===== src/rtl/tod_clock_12h.sv =====
// tod_clock_12h: 12-hour BCD time-of-day counter with a 1 s prescaler and
// a synchronous set port. All outputs are registered.
// Optional build macro TOD_SET_CHECK_EN: rejects illegal set values and
// pulses set_err instead of loading them.
module tod_clock_12h #(
  parameter int unsigned CLK_DIV = 50000000,
  parameter int unsigned PRE_W   = 26
) (
  input  logic       clk,
  input  logic       rst_n,
  input  logic       run,
  input  logic       set_en,
  input  logic [7:0] set_hours,
  input  logic [7:0] set_minutes,
  input  logic       set_pm,
  output logic [7:0] hours,
  output logic [7:0] minutes,
  output logic [7:0] seconds,
  output logic       pm,
  output logic       sec_tick
`ifdef TOD_SET_CHECK_EN
  ,
  output logic       set_err
`endif
);

  localparam logic [PRE_W-1:0] PRE_LAST = PRE_W'(CLK_DIV - 1);

  logic [PRE_W-1:0] pre_q, pre_d;
  logic [7:0]       hr_q, hr_d;
  logic [7:0]       min_q, min_d;
  logic [7:0]       sec_q, sec_d;
  logic             pm_q, pm_d;
  logic             tick_q, tick_d;
  logic             wrap;
  logic             min_carry;
  logic             hr_carry;
  logic             set_ok;
  logic             load;

`ifdef TOD_SET_CHECK_EN
  logic             err_q, err_d;
  logic             hr_ok;
  logic             min_ok;

  // Set value legality: hours 01..12 in BCD, minutes tens 0..5 and units 0..9
  always_comb begin
    hr_ok  = ((set_hours[7:4] == 4'd0) && (set_hours[3:0] != 4'd0) && (set_hours[3:0] <= 4'd9)) ||
             ((set_hours[7:4] == 4'd1) && (set_hours[3:0] <= 4'd2));
    min_ok = (set_minutes[7:4] <= 4'd5) && (set_minutes[3:0] <= 4'd9);
    set_ok = hr_ok && min_ok;
    err_d  = set_en && !set_ok;
  end
`else
  assign set_ok = 1'b1;
`endif

  assign load = set_en && set_ok;
  assign wrap = run && (pre_q == PRE_LAST);

  // Next-state: load has priority; otherwise prescaler runs and time advances on wrap
  always_comb begin
    pre_d     = pre_q;
    hr_d      = hr_q;
    min_d     = min_q;
    sec_d     = sec_q;
    pm_d      = pm_q;
    tick_d    = 1'b0;
    min_carry = 1'b0;
    hr_carry  = 1'b0;

    if (load) begin
      pre_d = '0;
      hr_d  = set_hours;
      min_d = set_minutes;
      sec_d = '0;
      pm_d  = set_pm;
    end else if (wrap) begin
      pre_d  = '0;
      tick_d = 1'b1;

      if (sec_q[3:0] == 4'd9) begin
        sec_d[3:0] = '0;
        if (sec_q[7:4] == 4'd5) begin
          sec_d[7:4] = '0;
          min_carry  = 1'b1;
        end else begin
          sec_d[7:4] = sec_q[7:4] + 4'd1;
        end
      end else begin
        sec_d[3:0] = sec_q[3:0] + 4'd1;
      end

      if (min_carry) begin
        if (min_q[3:0] == 4'd9) begin
          min_d[3:0] = '0;
          if (min_q[7:4] == 4'd5) begin
            min_d[7:4] = '0;
            hr_carry   = 1'b1;
          end else begin
            min_d[7:4] = min_q[7:4] + 4'd1;
          end
        end else begin
          min_d[3:0] = min_q[3:0] + 4'd1;
        end
      end

      // 11 -> 12 flips AM/PM; 12 -> 01 keeps it; a units 9 rolls into the tens digit
      if (hr_carry) begin
        if (hr_q == 8'h11) begin
          hr_d = 8'h12;
          pm_d = ~pm_q;
        end else if (hr_q == 8'h12) begin
          hr_d = 8'h01;
        end else if (hr_q[3:0] == 4'd9) begin
          hr_d = {hr_q[7:4] + 4'd1, 4'd0};
        end else begin
          hr_d[3:0] = hr_q[3:0] + 4'd1;
        end
      end
    end else if (run) begin
      pre_d = pre_q + PRE_W'(1);
    end
  end

  // State registers; reset returns to 12:00:00 AM
  always_ff @(posedge clk or negedge rst_n) begin
    if (!rst_n) begin
      pre_q  <= '0;
      hr_q   <= 8'h12;
      min_q  <= '0;
      sec_q  <= '0;
      pm_q   <= 1'b0;
      tick_q <= 1'b0;
    end else begin
      pre_q  <= pre_d;
      hr_q   <= hr_d;
      min_q  <= min_d;
      sec_q  <= sec_d;
      pm_q   <= pm_d;
      tick_q <= tick_d;
    end
  end

`ifdef TOD_SET_CHECK_EN
  // Rejected-set pulse register
  always_ff @(posedge clk or negedge rst_n) begin
    if (!rst_n) begin
      err_q <= 1'b0;
    end else begin
      err_q <= err_d;
    end
  end

  assign set_err = err_q;
`endif

  assign hours    = hr_q;
  assign minutes  = min_q;
  assign seconds  = sec_q;
  assign pm       = pm_q;
  assign sec_tick = tick_q;

endmodule

===== config.mk =====
export PLATFORM = sky130hd
export DESIGN_NAME = tod_clock_12h
export DESIGN_NICKNAME = d
export VERILOG_FILES = /design/src/rtl/tod_clock_12h.sv
export SDC_FILE = /design/constraint.sdc
export NUM_CORES = 1
export LEC_CHECK = 0
export ABC_AREA = 1
export CAP_MARGIN = 10
export CORE_MARGIN = 2
export CORE_UTILIZATION = 35
export CTS_CLUSTER_DIAMETER = 200
export DETAILED_ROUTE_END_ITERATION = 10
export SETUP_SLACK_MARGIN = 0.5
export SLEW_MARGIN = 40
export SYNTH_ARGS = -nofsm -noshare
export SYNTH_HDL_FRONTEND = slang
export SYNTH_SLANG_ARGS = --single-unit

===== constraint.sdc =====
create_clock -name clk -period 1.85 [get_ports clk]
set_input_delay 0.37 -clock clk [delete_from_list [all_inputs] [get_ports clk]]
set_output_delay 0.37 -clock clk [all_outputs]
set_load 0.005 [all_outputs]

# Word level (Yosys, flattened, before mapping)
# Cells that the tools add are included.
# classes
n_addsub,7
mux,36
n_reduce_logical,15
n_eq_ne,8
n_bitwise,1
# ops
op,n
2-to-1 mux 8 bit,10
2-to-1 mux 26 bit,3
2-to-1 mux 4 bit,8
"adder 26 x 1 -> 26 bit, second input constant",1
"== test 26 bit, second input constant",1
"adder 4 x 1 -> 4 bit, second input constant",6
"== test 8 x 5 -> 1 bit, second input constant",2
2-to-1 mux 1 bit,15
"== test 4 bit, second input constant",3
nonzero test 2 bit,6
AND reduction 3 bit,3
"== test 4 x 3 -> 1 bit, second input constant",2
AND reduction 2 bit,3
nonzero test 4 bit,1
nonzero test 3 bit,1
logical AND 1 bit,1
inverter 1 bit,1
# word_totals
elab_cells,76
ff_bits,52
output_inout_bits,26

# Depth between registers and ports, before layout
# logic_depth
depth_word,11
mapped_depth,11

# Worst setup path before layout
# No wires, ideal clock.
# synth_path
kind,register to register
from,register hr_q[4] (netlist: hours[4])
to,register hr_q[6] (netlist: hours[6])
arrival_ps,1490
required_time_ps,1733
setup_time_ps,117
path_slack_ps,243
path_buffers,0
stages_incl_launch_ff,11
cell_sequence,dfstp_2 -> ha_1 -> nand2_1 -> nor2_1 -> nand2_1 -> nand2_1 -> nor2_1 -> nor2_2 -> nand2_1 -> nand2_1 -> nand2_1
# synth_between
elab_chain_len,7
word_cells_on_any_way,11
classes_between,add/sub: 1; eq/ne: 2; mux: 6; reduce/logical: 2
# synth_rtl
element,line,text
from (decl),30,"logic [7:0] hr_q, hr_d;"
from (signal assigned),137,hr_q <= hr_d;
adder 4 x 1 -> 4 bit,116,"hr_d = {hr_q[7:4] + 4'd1, 4'd0};"
2-to-1 mux 4 bit,115,end else if (hr_q[3:0] == 4'd9) begin
2-to-1 mux 8 bit,113,end else if (hr_q == 8'h12) begin
2-to-1 mux 8 bit,110,if (hr_q == 8'h11) begin
2-to-1 mux 8 bit,109,if (hr_carry) begin
2-to-1 mux 8 bit,78,end else if (wrap) begin
2-to-1 mux 8 bit,72,if (load) begin
# Several ways; a longest one is shown, not always the timed one. The select of a mux whose other input is x is not followed.
# A chain may end at the register's enable or synchronous reset.

# Worst setup path after layout
# layout_path
from,register hr_q[4] (netlist: hours[4])
to,register hr_q[4] (netlist: hours[4])
# Same word-level chain as after synthesis.

==> results.cfg <==
[grt]
antenna_found_initial = 0
grtUsageTotal_pct = 18.81
grt_pass1_wl_um = 15470
grt_pass1_vias = 3361
overflow = 0
grt_max_degree = 40

[sta]
fin_crit_sh_pct = 86.45
hold_viol_final = 0
holdWs_ns = 0.4796
slew_headroom_pct = 69.33
fmax_mhz = 625.3
worst_slew_pin_slew_ns = 0.4553
slew_viol_final = 0
min_period_ns = 1.599
worst_slack_ns = 0.2507
rsz0062_at_grt = true
fin_skew_ns = 0.01276
setup_tns_ns = 0
setup_viol = 0

[floorplan]
ios = 47
die_area_mm2 = 0.01030
coreArea_mm2 = 0.009240
start_util_pct = 35.99
die_w_um = 101.5
die_h_um = 101.5
row_count = 35

[clock_tree]
cts.sinks = 52
clk_pin_slew_ns = 0.11
cts_tree = done
clock_tree.root_cell = clkbuf_8
cts.path.max_buffers = 2
htreeDepth = 2
cts_buffers = 5
clk-insertion-delay-late_ns = 0.32

[critical_path]
slowest_delay_ns = 0.56
crit_fanout = 4
worstSetupStartpointType = flop
critPathTopFamily = simple AND/OR/NAND/NOR gates
rr_worst_depth = 11
end_kind = flop
ff2ff_setup_slack_ns = 0.25
rr_endpoint = hours[4]
critPathBufInv = 2
cp.arrival_ns = 1.87
crit_required_ns = 2.12
r2r-start = hours[4]
cp_cell_sequence = buf_6 -> ha_4 -> nand2_4 -> nor2_4 -> nand2_1 -> nand2_2 -> nor2_2 -> nor2_4 -> buf_6 -> nand3_2 -> nand2_2
cp_slowest_cell = dfstp_2
critPathKind = reg -> reg

[yosys]
postSynthCellCount = 492
synth-seq-area-share_pct = 39.20
yosysWarnings = 0
syn_nets = 520
avgSynthCellArea_um2 = 6.760
synth-seq-cells = 52
ys_types = 29
netlist_area_mm2 = 0.003326

[min_path]
hold_path_class = in -> async

[power]
max-vdd-ir-drop_mv = 0.3800
power_density_mw_per_mm2 = 630.4
power_leakage_nw = 2.497

[detailed_routing]
drc = 0
drt-total-wl_um = 9695
ant_nets = 0
vias = 3551
routedWlPerCell_um = 12.84
drt_iter0_markers = 104
drt_first_pass_iters = 4
routed_via_density = 4.703

[place]
routabilityCongestion = 0.8707
numPortBuffers = 46
dp_hpwl_um = 6163
pre_cts_ws_ns = -0.04673

[layout]
seqCellArea_mm2 = 0.001315
area_growth_pct = 59.41
nets = 653
final_common_cell = nand2_1
most-common-layout-cells = nand2_1 (159), buf_4 (59), dfrtp_1 (41)
multi_input_area_mm2 = 0.002232
antenna_cells = 0
fillCellCount = 859
final_util_pct = 57.37
layout-drive-gt1-share_pct = 37.22

[run]
maxCapViolations = 0

[run_status]
status = finished, final reports clean
area by class of cell:
cell class | count | share of cell area (%)
flip-flops and latches | 52 | 24.81
inverters | 47 | 3.517
clock buffers | 5 | 1.298
multi-input cells | 383 | 42.11
clock inverters | 3 | 0.4956
repair buffers | 136 | 24.73
well taps | 129 | 3.045
synthesized netlist by cell type:
cell type,instances,area share (%)
nand2_4,1,0.34
nor2_4,1,0.34
o21ai_1,1,0.15
xnor2_1,6,1.6
nor3b_1,2,0.45
buf_4,4,0.90
o21ai_0,19,2.9
nor2_2,4,0.75
inv_1,44,5.0
nand2_1,190,21
clkbuf_2,1,0.15
clkbuf_1,3,0.34
nor3_1,9,1.4
nand3_1,41,6.2
dfrtp_1,50,38
o21bai_1,2,0.45
xor2_1,11,2.9
or2_2,1,0.19
nand2_2,5,0.94
buf_12,1,0.60
dfstp_2,2,1.6
nand4_1,4,0.75
inv_2,3,0.34
a21oi_1,9,1.4
buf_2,1,0.15
buf_8,1,0.45
ha_1,7,2.6
nand3b_1,4,0.90
nor2_1,65,7.3
cell families (layout without fill, tap and decap cells):
kind of cell	Yosys count	in the layout	synth area share (%)
compound gates	31	31	4.815
xor+xnor	17	17	4.477
fa+ha+maj	7	7	2.633
buf+inv	58	191	7.900
flops	52	52	39.20
simple gates	327	328	40.97
worst max-delay path by stage:
| stage | start | end | slack (ns) | cells past startpoint |
|---|---|---|---|---|
| finish | hours[4] | hours[4] | 0.25 | 11 |
| global route | seconds[1] | hours[4] | 0.13 | 11 |
| CTS | pre_q[0] | hours[0] | 0.29 | 11 |
| detailed placement | run | pre_q[21] | -0.05 | 11 |
| global placement | run | pre_q[21] | -0.06 | 11 |
| floorplan | hours[4] | hours[7] | 0.30 | 10 |
flip-flops by register name, indices dropped and copies added (netlist names):
| register | count |
|---|---|
| hours | 8 |
| minutes | 8 |
| pm | 1 |
| pre_q | 26 |
| sec_tick | 1 |
| seconds | 8 |
metrics by stage:
step	total power [W]	area [um2]	instances
final	0.003342	5301	755
after CTS	0.003269	4941	738
after global routing	0.003576	5301	755
after floorplan	0.001866	3471	492
after detailed placement	0.002269	4233	679
after global placement	0.002254	4233	679
worst reg2reg max path: stages (launching register included):
cell,delay (ns)
dfstp_2,0.56
buf_6,0.11
ha_4,0.13
nand2_4,0.05
nor2_4,0.11
nand2_1,0.09
nand2_2,0.08
nor2_2,0.05
nor2_4,0.10
buf_6,0.12
nand3_2,0.08
nand2_2,0.07
what timing repair did:
item                                    4_1_cts  5_1_grt
hold buffers                                  1        0
buffers inserted                             48       15
pin swaps                                    17       16
endpoints found under the setup margin       77       69
cloned                                        2        2
gates resized for setup                     129       84
hold endpoints to repair                     12        0
power breakdown:
group	internal, W	switching [W]
Clock	0.000280	0.000442
Sequential	0.00126	0.0000924
Combinational	0.000665	0.000599
routing by layer:
metal / vias up / routed length, um / global-route usage, %
li1: 1810 / - / -
met1: 1657 / 4389 / 24.81
met3: 15 / 346 / 3.658
met4: 0 / 167 / 5.405
met5: - / 0 / 0
met2: 69 / 4792 / 31.48
Power figures use the tool's default switching activity.
